===== src/rtl/ucie_ctl_tx_fsm.sv =====
// ucie_ctl_tx_fsm: credit-gated transmit control FSM feeding the UCIe TX datapath
module ucie_ctl_tx_fsm #(
  parameter int FLIT_W      = 256,
  parameter int MAX_CREDITS = 8,
  parameter int CREDIT_W    = 4
) (
  input  logic                i_clk,
  input  logic                i_rst,
  input  logic                i_state_request,
  input  logic                i_rx_overflow,
  input  logic                i_credit_return,
  input  logic                i_flit_valid,
  input  logic [FLIT_W-1:0]   i_flit_data,
  output logic                o_flit_ready,
  output logic                o_tx_valid,
  output logic [FLIT_W-1:0]   o_tx_data,
  output logic                o_tx_enable,
  output logic [CREDIT_W-1:0] o_credit_count,
  output logic                o_error
);
  localparam logic [1:0] S_IDLE   = 2'd0;
  localparam logic [1:0] S_ACTIVE = 2'd1;
  localparam logic [1:0] S_DRAIN  = 2'd2;
  localparam logic [1:0] S_ERROR  = 2'd3;
  localparam logic [CREDIT_W-1:0] C_MAX = CREDIT_W'(MAX_CREDITS);
  localparam logic [CREDIT_W-1:0] C_ONE = CREDIT_W'(1);
  logic [1:0]          r_state;
  logic [1:0]          w_next;
  logic [CREDIT_W-1:0] r_credits;
  logic                r_tx_valid;
  logic [FLIT_W-1:0]   r_tx_data;
  logic                w_live;
  logic                w_full;
  logic                w_accept;
  logic                w_over;
  logic                w_err;
  assign w_live         = r_state == S_ACTIVE || r_state == S_DRAIN;
  assign w_full         = r_credits == C_MAX;
  assign o_flit_ready   = r_state == S_ACTIVE && r_credits != '0;
  assign w_accept       = i_flit_valid && o_flit_ready;
  assign w_over         = w_live && i_credit_return && w_full && !w_accept;
  assign w_err          = w_live && (i_rx_overflow || w_over);
  assign o_tx_enable    = w_live;
  assign o_error        = r_state == S_ERROR;
  assign o_tx_valid     = r_tx_valid;
  assign o_tx_data      = r_tx_data;
  assign o_credit_count = r_credits;
  // next state: errors outrank request changes; drain finishes once all credits are home
  always_comb begin
    w_next = r_state == S_IDLE  ? (i_state_request ? S_ACTIVE : S_IDLE) :
             r_state == S_ERROR ? (i_state_request ? S_ERROR : S_IDLE) :
             w_err              ? S_ERROR :
             i_state_request    ? S_ACTIVE :
             r_state == S_ACTIVE ? S_DRAIN :
             w_full             ? S_IDLE : S_DRAIN;
  end
  // state and credit counter; an over-return holds the count, ERROR freezes it
  always_ff @(posedge i_clk or negedge i_rst) begin
    if (!i_rst) begin
      r_state   <= S_IDLE;
      r_credits <= C_MAX;
    end else begin
      r_state <= w_next;
      if (r_state == S_IDLE || w_next == S_IDLE) r_credits <= C_MAX;
      else if (w_accept && !i_credit_return) r_credits <= r_credits - C_ONE;
      else if (w_live && i_credit_return && !w_accept && !w_full) r_credits <= r_credits + C_ONE;
    end
  end
  // one-cycle registered flit strobe; payload holds between accepts
  always_ff @(posedge i_clk or negedge i_rst) begin
    if (!i_rst) begin
      r_tx_valid <= 1'b0;
      r_tx_data  <= '0;
    end else begin
      r_tx_valid <= w_accept;
      if (w_accept) r_tx_data <= i_flit_data;
    end
  end
endmodule


===== config.mk =====
export PLATFORM = sky130hd
export DESIGN_NAME = ucie_ctl_tx_fsm
export DESIGN_NICKNAME = d
export VERILOG_FILES = /design/src/rtl/ucie_ctl_tx_fsm.sv
export SDC_FILE = /design/constraint.sdc
export NUM_CORES = 1
export LEC_CHECK = 0
export BUFFER_PORTS_ARGS = -buffer_cell sky130_fd_sc_hd__buf_2
export CAP_MARGIN = 20
export CORE_AREA = 2 2 207 209
export DETAILED_ROUTE_END_ITERATION = 7
export DIE_AREA = 0 0 209 211
export HOLD_SLACK_MARGIN = 0.02
export SLEW_MARGIN = 40
export SYNTH_ARGS = -nofsm -noshare
export SYNTH_HDL_FRONTEND = slang
export SYNTH_SLANG_ARGS = --single-unit

===== constraint.sdc =====
create_clock -name i_clk -period 2.2 [get_ports i_clk]
set_clock_uncertainty 0.1 [all_clocks]
set_input_delay 0.11 -clock i_clk [delete_from_list [all_inputs] [get_ports i_clk]]
set_output_delay 0.11 -clock i_clk [all_outputs]
set_load 0.005 [all_outputs]

==> results.ini, run 1 <==
[timing]
fin_crit_sh_pct=98.8
drv_slew=0
max_freq_mhz=460
hold_violations=0
rsz0062_at_grt=true
setup_viol=0
holdWs_ns=0.0659
tightest_slew_ns=0.667
maxSlewHeadroom_pct=55.5
fin_crit_ns=2.17

[power]
power.density_nw_per_um2=1290
ir_drop_uv=617
power.leakage_nw=8.94

[detailed_routing]
drc=0
avgViaCountPerCell=4.19
drt_iter0_drc=434
wire_per_inst_microns=17.0
drt_first_pass_iters=4
via_count=8386
finalWirelength_microns=33900
antenna_left=0

[final_layout]
fillers=3679
fin_nets=1707
n_antenna_cell=0
drive_gt1_share_pct=59.0
multi_input_area_sq_um=4030
fin_cells=2000
area_growth_pct=65.9
seqCellArea_sq_um=6580

[synthesis]
netlist_area_sq_um=10900
synth.distinct_cells=33
synth_area_per_cell_sq_um=18.3
synth.top_cell.area_share_pct=60.3
synth.area.top_cells=dfrtp_1 60%, mux2_4 28%, mux2_1 3.0%, mux2_2 2.8%, buf_6 2.7%
synth_nets=863
yosysTopAreaCell=dfrtp_1
synthFlopType=dfrtp_1
synth-edff-count=0
async_reset_ff_share_pct=100
synthCells=595
yosys.cell_count.top_type=dfrtp_1
yosys-top-cells-count=262 x dfrtp_1, 200 x mux2_4, 29 x mux2_1
ys_seq_area_share_pct=60.5
ys_seq_elements=263
ys_warn_count=0

[clock_tree]
cts-buffers-inserted=28
cts_sinks=263
clock_latency_ns=0.55
ctsHtreeMaxLevel=1
clkTransAtPathRegs_ns=0.06
cts-root-buf=clkbuf_16
cts_tree=built
clock_path_buffers=3

[global_route]
gr-total-overflow=0
track_usage_pct=14.6
grt_max_degree=81
grt_pass1_wl_microns=51700
grt_pass1_vias=9269
grt_antenna_before_repair=0

[floorplan]
core_area_sq_um=41800
start_util_pct=26.0
die_height_microns=211
dieArea_sq_um=44100
die_x_microns=209
fp-row-count=75
pin_count=526

[placement]
post-dp-hpwl_microns=22800
gp_congestion=0.818
place_inst=1684
port_buffers=525

[critical_path]
cp-end-kind=register
reg2reg_from=o_credit_count[3]
crit_fanout=5
crit_type=register to register
cp.arrival_ns=2.56
critPathLaunchType=register
cp.required_ns=2.58
startpoint=o_credit_count[3]

[worst_hold_path]
hp-class=input port to async pin

[status]
status=finished clean

[job]
drv_cap=0

sequential cells by signal, indices dropped and copies added, names as in the netlist:
name            flops
o_credit_count      4
o_tx_data         256
o_tx_valid          1
r_state             2
path summary, 6_finish.rpt:
path / to / slack, ns / cells past startpoint
max in group asynchronous: o_credit_count[3] / 1.25 / 3
worst min-delay path: o_tx_data[212] / 0.07 / 2
worst max-delay path: o_credit_count[3] / 0.03 / 8
worst min register to register: o_tx_data[192] / 0.38 / 1
worst max register to register: o_credit_count[3] / 0.03 / 8
min in group i_clk: o_credit_count[1] / 0.09 / 6
stage by stage:
| step | util (%) | setup WS, ns | power [mW] | area, sq um | setup TNS, ns |
|---|---|---|---|---|---|
| after floorplan | - | -0.0475 | 13.9 | 10900 | -0.0475 |
| after global placement | 34.7 | -0.0206 | 17.9 | 14500 | -0.0206 |
| after detailed placement | 34.7 | -0.0439 | 18.1 | 14500 | -0.0439 |
| after CTS | 43.2 | 0.00499 | 23.3 | 18000 | 0 |
| after global routing | 43.2 | -0.0923 | 24.5 | 18000 | -0.0947 |
| final | 43.2 | 0.0261 | 23.2 | 18000 | 0 |
area by class of cell:
type,count,area share (%)
flip-flops and latches,263,36.5
well taps,539,3.74
clock inverters,3,0.0832
multi-input cells,299,22.3
inverters,5,0.118
repair buffers,842,32.4
clock buffers,49,4.88
routing by layer:
layer | global-route usage [%] | up-vias | routed length (microns)
met4 | 6.13 | 0 | 1320
met5 | 0 | - | 0
li1 | - | 3783 | -
met1 | 15.9 | 4158 | 12800
met3 | 3.63 | 78 | 2130
met2 | 27.0 | 367 | 17600
critical path, stage by stage (launching register included):
cell and delay [ns]:
dfstp_2 0.58, nor4_4 0.06, or3_4 0.38, inv_4 0.08, ha_4 0.19, a21o_1 0.15, a21oi_2 0.13, mux2i_1 0.23
mux2i_1 0.20
layout by cell type, fill, tap and decap left out, types with 2 or more instances in the layout:
cell / synthesis / layout
buf_2: 2 / 524
a21o_1: 3 / 3
ha_1: 5 / 3
nor2_1: 4 / 4
o21ai_0: 2 / 2
mux2_1: 29 / 29
mux2_2: 27 / 27
inv_1: 5 / 3
dlygate4sd3_1: 0 / 260
ha_4: 0 / 2
clkinv_2: 0 / 3
nor3b_1: 2 / 2
a21oi_1: 4 / 3
dfrtp_1: 262 / 262
buf_12: 0 / 14
clkbuf_16: 0 / 29
buf_4: 0 / 42
nor3_1: 4 / 4
mux2i_1: 2 / 2
clkbuf_8: 0 / 8
clkbuf_1: 0 / 12
mux2_4: 200 / 200
repair_timing:
item                                    CTS  global route
cloned                                    0             0
buffers inserted                          3             1
endpoints found under the hold margin   524             0
endpoints found under the setup margin    1             4
hold buffers                            260             0
resized for setup                         2             4
pin swaps                                 2             1
cells by family after synthesis:
kind of cell	share of synthesized area, %
AO/OA/AOI/OAI	0.863
multiplexers	33.6
adder cells (fa/ha/maj)	0.759
flip-flops	60.5
XOR/XNOR	0.0805
buffers and inverters	2.96
AND/OR/NAND/NOR	1.23
report_power, final:
part           internal, mW  leakage, nW  switching (mW)  total (mW)
clock network          2.69        0.441            1.93        4.61
logic                  6.18         5.39            3.64        9.82
registers              7.34         3.10            1.48        8.81
total                  16.2         8.94            7.05        23.2
(Power assumes the default switching activity.)
==> inputs of run 2 (changes only) <==
--- a/config.mk
+++ b/config.mk
@@ -5,12 +5,14 @@
 export SDC_FILE = /design/constraint.sdc
 export NUM_CORES = 1
 export LEC_CHECK = 0
+export ABC_AREA = 1
 export BUFFER_PORTS_ARGS = -buffer_cell sky130_fd_sc_hd__buf_2
 export CAP_MARGIN = 20
-export CORE_AREA = 2 2 207 209
+export CORE_AREA = 2 2 203 205
 export DETAILED_ROUTE_END_ITERATION = 7
-export DIE_AREA = 0 0 209 211
+export DIE_AREA = 0 0 205 207
 export HOLD_SLACK_MARGIN = 0.02
+export SETUP_SLACK_MARGIN = 0.3
 export SLEW_MARGIN = 40
 export SYNTH_ARGS = -nofsm -noshare
 export SYNTH_HDL_FRONTEND = slang
==> results.ini, run 2 <==
[status]
status=finished clean

[floorplan]
pin_count=526
dieArea_sq_um=42400
die_height_microns=207
core_area_sq_um=40400
fp-row-count=74
start_util_pct=25.2
die_x_microns=205

[synthesis]
yosysTopAreaCell=dfrtp_1
yosys-top-cells-count=794 x nand2_1, 262 x dfrtp_1, 38 x buf_2
ys_warn_count=0
synth.top_cell.area_share_pct=64.6
synth.distinct_cells=20
ys_seq_area_share_pct=64.8
synthCells=1157
synthFlopType=dfrtp_1
synth-edff-count=0
synth_nets=1425
synth_area_per_cell_sq_um=8.78
synth.area.top_cells=dfrtp_1 65%, nand2_1 29%, buf_2 1.9%, buf_4 1.2%, ha_1 0.62%
netlist_area_sq_um=10200
yosys.cell_count.top_type=nand2_1
async_reset_ff_share_pct=100
ys_seq_elements=263

[clock_tree]
clkTransAtPathRegs_ns=0.06
cts-buffers-inserted=30
ctsHtreeMaxLevel=1
clock_latency_ns=0.55
clock_path_buffers=3
cts-root-buf=clkbuf_16
cts_sinks=263
cts_tree=built

[final_layout]
final_common_cell=nand2_1
final_cell_mix=789 x nand2_1, 525 x buf_2, 262 x dlygate4sd3_1, 261 x dfrtp_1, 33 x clkbuf_16
drive_gt1_share_pct=31.9
postLayoutCellArea_sq_um=17400
largest_reg_flops=256
n_antenna_cell=0
fillers=3721
finish.utilization_pct=43.0
fin_nets=2220
area_growth_pct=70.9

[global_route]
grt_antenna_before_repair=0
track_usage_pct=16.4
gr-total-overflow=0
grt_pass1_vias=11149
grt_max_degree=139
grt_pass1_wl_microns=56300

[detailed_routing]
via_count=10747
drt_iter0_drc=665
wire_per_inst_microns=15.0
antenna_left=0
finalWirelength_microns=37600
avgViaCountPerCell=4.29
drc=0
drt_first_pass_iters=5

[critical_path]
critPathLaunchType=register
cp-end-kind=register
cp.required_ns=2.59
crit_type=register to register
cp_common_cell=nand2_1
slowest_stage=dfstp_2
path_buf_inv=1
max_stage_delay_ns=0.54
cp.arrival_ns=2.32
crit_chain=nor2_2, nand2_2, nand3_4, nor2_4, ha_4, a21oi_2, nand2_2, nand4_1, nand2_1, nand2_1, nand2_1, inv_1, nand2_1
r2r_setup_slack_ns=0.27
reg2reg_from=o_credit_count[3]
worstRegToRegCells=13
r2r-end=o_credit_count[3]
cpLargestDelayFamily=simple AND/OR/NAND/NOR gates
crit_fanout=4

[placement]
port_buffers=525
gp_congestion=0.847
post-dp-hpwl_microns=22700
placed_area_sq_um=13400

[timing]
fin_crit_ns=1.93
hold_violations=0
tightest_slew_ns=0.501
max_freq_mhz=518
holdWs_ns=0.181
fin_tns_setup_ns=0
rsz0062_at_grt=true
maxSlewHeadroom_pct=66.6
fin_crit_sh_pct=87.7
drv_slew=0
setup_viol=0

[worst_hold_path]
hp-class=input port to register
hold_depth=4
min_from=i_flit_data[55]
whs_endpoint=o_tx_data[55]

[job]
drv_cap=0

[power]
power.leakage_nw=9.81
power.density_nw_per_um2=1240
ir_drop_uv=634

run 2: worst register-to-register path, cell delays in order (launching register included):
cell and delay, ns:
dfstp_2 0.54, nor2_2 0.05, nand2_2 0.09, nand3_4 0.09, nor2_4 0.19, ha_4 0.24
a21oi_2 0.15, nand2_2 0.08, nand4_1 0.09, nand2_1 0.06, nand2_1 0.05, nand2_1 0.05
inv_1 0.05, nand2_1 0.04
run 2: power by group:
part	internal, mW	switching [mW]
logic	3.53	4.28
clock network	3.36	2.04
registers	7.08	1.25
run 2: final cells by class:
cell class / count / area (sq um) / area share [%]
inverters: 14 / 60.1 / 0.346
repair buffers: 819 / 5700 / 32.9
well taps: 532 / 666 / 3.84
clock buffers: 41 / 913 / 5.26
clock inverters: 12 / 175 / 1.01
multi-input cells: 824 / 3260 / 18.8
flip-flops and latches: 263 / 6580 / 37.9
run 2: repair_timing:
item,4_1_cts,5_1_grt
endpoints found under the setup margin,13,185
gates resized for setup,7,12
pin swaps,0,8
hold endpoints to repair,524,9
cloned,2,2
hold buffers,262,1
setup buffers,1,2
run 2: layer usage:
metal | track usage (%) | part of all wire, % | routed length, microns
met4 | 8.83 | 5.1 | 1920
met2 | 29.6 | 50 | 18800
met5 | 0 | 0 | 0
met1 | 17.7 | 38 | 14200
met3 | 3.48 | 7.0 | 2620
run 2: logic make-up after synthesis:
| logic type | after synthesis | share of synthesized area [%] |
|---|---|---|
| adder cells (fa/ha/maj) | 6 | 0.813 |
| AND/OR/NAND/NOR | 812 | 30.4 |
| buffers and inverters | 70 | 3.65 |
| AO/OA/AOI/OAI | 5 | 0.246 |
| XOR/XNOR | 1 | 0.0863 |
| flip-flops | 263 | 64.8 |
run 2: worst max path at each step:
stage | startpoint | depth (start not counted) | endpoint | slack, ns
2_1_floorplan | o_credit_count[3] | 14 | o_credit_count[3] | 0.30
3_3_place_gp | r_state[1] | 14 | o_credit_count[3] | 0.24
3_5_place_dp | r_state[1] | 13 | o_credit_count[3] | 0.19
4_1_cts | o_credit_count[3] | 13 | o_credit_count[3] | 0.30
5_1_grt | o_credit_count[3] | 13 | o_credit_count[3] | 0.12
6_report | o_credit_count[3] | 13 | o_credit_count[3] | 0.27
run 2: through the flow:
step	setup WS (ns)	total power, mW	cells
floorplan	0.304	11.7	1157
global placement	0.237	15.1	2182
detailed placement	0.186	15.3	2182
CTS	0.302	21.3	2500
global route	0.117	23.0	2505
finish	0.271	21.5	2505
==> inputs of run 3 (changes only) <==
--- a/config.mk
+++ b/config.mk
@@ -5,12 +5,11 @@
 export SDC_FILE = /design/constraint.sdc
 export NUM_CORES = 1
 export LEC_CHECK = 0
-export ABC_AREA = 1
 export BUFFER_PORTS_ARGS = -buffer_cell sky130_fd_sc_hd__buf_2
 export CAP_MARGIN = 20
-export CORE_AREA = 2 2 203 205
+export CORE_AREA = 2 2 204 206
 export DETAILED_ROUTE_END_ITERATION = 7
-export DIE_AREA = 0 0 205 207
+export DIE_AREA = 0 0 206 208
 export HOLD_SLACK_MARGIN = 0.02
 export SETUP_SLACK_MARGIN = 0.3
 export SLEW_MARGIN = 40
==> constraint.sdc (replaced) <==
create_clock -name i_clk -period 1.9 [get_ports i_clk]
set_clock_uncertainty 0.1 [all_clocks]
set_input_delay 0.095 -clock i_clk [delete_from_list [all_inputs] [get_ports i_clk]]
set_output_delay 0.095 -clock i_clk [all_outputs]
set_load 0.005 [all_outputs]
==> results.ini, run 3 (synthesis gave the netlist of run 1 again) <==
[status]
status=complete, but fails checks
failed_checks=setup timing

[timing]
rsz0062_at_grt=true
max_freq_mhz=456
drv_slew=0
fin_crit_sh_pct=116
maxSlewHeadroom_pct=71.7
worst_slack_ns=-0.295
fin_crit_ns=2.19
hold_violations=0
tightest_slew_ns=0.424
setup_viol=262

[clock_tree]
ctsHtreeMaxLevel=1
clock_latency_ns=0.55
clock_path_buffers=3
cts-buffers-inserted=29
clkTransAtPathRegs_ns=0.06
cts_tree=built
cts-root-buf=clkbuf_16
cts_sinks=263

[final_layout]
area_growth_pct=81.2
final_common_cell=buf_2
fillers=3384
final_cell_mix=521 x buf_2, 261 x dlygate4sd3_1, 260 x dfrtp_1, 255 x mux2_4, 31 x buf_6
fin_nets=1769
largest_reg_flops=256
postLayoutCellArea_sq_um=19700
drive_gt1_share_pct=63.4

[critical_path]
cp_common_cell=buf_6
path_buf_inv=4
cp.required_ns=2.27
r2r_setup_slack_ns=-0.29
cp-end-kind=register
cp.arrival_ns=2.56
crit_chain=nor4_4, or3_4, inv_4, buf_4, buf_6, buf_6, fa_2, o21ai_1, a21oi_1
crit_fanout=3
slowest_stage=fa_2
crit_type=register to register
cpLargestDelayFamily=adder cells
max_stage_delay_ns=0.51
critPathLaunchType=register

[global_route]
grt_max_degree=60
grt_pass1_wl_microns=56600
gr-total-overflow=0
track_usage_pct=16.9
grt_pass1_vias=10023
grt_antenna_before_repair=1

[floorplan]
dieArea_sq_um=42800
core_area_sq_um=40600
die_height_microns=208
fp-row-count=74
start_util_pct=26.8
pin_count=526
die_x_microns=206

[worst_hold_path]
hp-class=input port to register

[detailed_routing]
finalWirelength_microns=37900
wire_per_inst_microns=18.4
antenna_left=0
drc=0
via_count=8734
drt_iter0_drc=296
drt_first_pass_iters=4
avgViaCountPerCell=4.25

[placement]
gp_congestion=0.788
placed_area_sq_um=14500
post-dp-hpwl_microns=22700
port_buffers=525
pre_cts_slack_ns=-0.321

[power]
power.density_nw_per_um2=1540
finalPower_mw=30.3
ir_drop_uv=800
power.leakage_nw=9.74

[job]
drv_cap=0

run 3: changes by cell type in the layout (fill, tap and decap cells not counted), moves of 6 or more:
| cell | delta |
|---|---|
| nand3_1 | -6 |
| mux2_4 | +255 |
| buf_6 | +30 |
| nand2_2 | -6 |
| buf_12 | +21 |
| inv_1 | -9 |
| clkbuf_1 | +6 |
| nand2_1 | -789 |
| buf_8 | +17 |
| buf_16 | +21 |
run 3: cell type report:
type,count,area (sq um),area share [%]
Antenna cell,1,2.50,0.0127
Clock buffer,44,872,4.43
Clock inverter,10,114,0.578
Inverter,5,23.8,0.121
Multi-Input combinational cell,299,4270,21.6
Sequential cell,263,6590,33.4
Tap cell,532,666,3.38
Timing Repair Buffer,903,7180,36.4
run 3: worst paths after layout:
kind | depth (start not counted) | from | to
max | 9 | o_credit_count[0] | o_credit_count[1]
min | 5 | i_credit_return | o_credit_count[0]
max reg2reg | 9 | o_credit_count[0] | o_credit_count[1]
min reg2reg | 1 | o_tx_data[166] | o_tx_data[166]
max in group asynchronous | 4 | i_rst | o_credit_count[3]
min in group asynchronous | 3 | i_rst | o_tx_data[226]
run 3: metal layers:
metal / vias up / routed length, microns / global-route usage [%]
met5: - / 0 / 0
met3: 80 / 2530 / 3.65
met4: 0 / 1300 / 6.53
li1: 3929 / - / -
met2: 388 / 19600 / 31.2
met1: 4337 / 14400 / 18.6
run 3: worst register-to-register path, stage by stage, from the launching register on:
cell     delay [ns]
dfrtp_2        0.43
nor4_4         0.30
or3_4          0.19
inv_4          0.04
buf_4          0.13
buf_6          0.11
buf_6          0.10
fa_2           0.51
o21ai_1        0.06
a21oi_1        0.15
run 3: repair_timing:
action / 4_1_cts / 5_1_grt
hold buffers: 261 / 0
pin swaps: 11 / 8
hold endpoints to repair: 524 / 0
gates resized for setup: 130 / 46
buffers inserted: 34 / 12
endpoints found under the setup margin: 265 / 268
cloned: 18 / 0
run 3: metrics by stage:
stage                     std cells  util, %  hold WS (ns)  setup TNS (ns)
after CTS                      2044     47.9        0.0451          -35.88
after global placement         1677     35.6       -0.0680           -8.12
final                          2057     48.6        0.0487          -50.53
after global routing           2056     48.6        0.0756          -66.26
after floorplan                 595        -        -0.301          -0.502
after detailed placement       1677     35.6       -0.0551           -8.31
run 3: where the power goes:
part	internal, mW	switching, mW	total (mW)	leakage [nW]
registers	8.50	1.81	10.3	3.10
logic	9.28	4.93	14.2	6.15
clock network	3.43	2.32	5.76	0.486
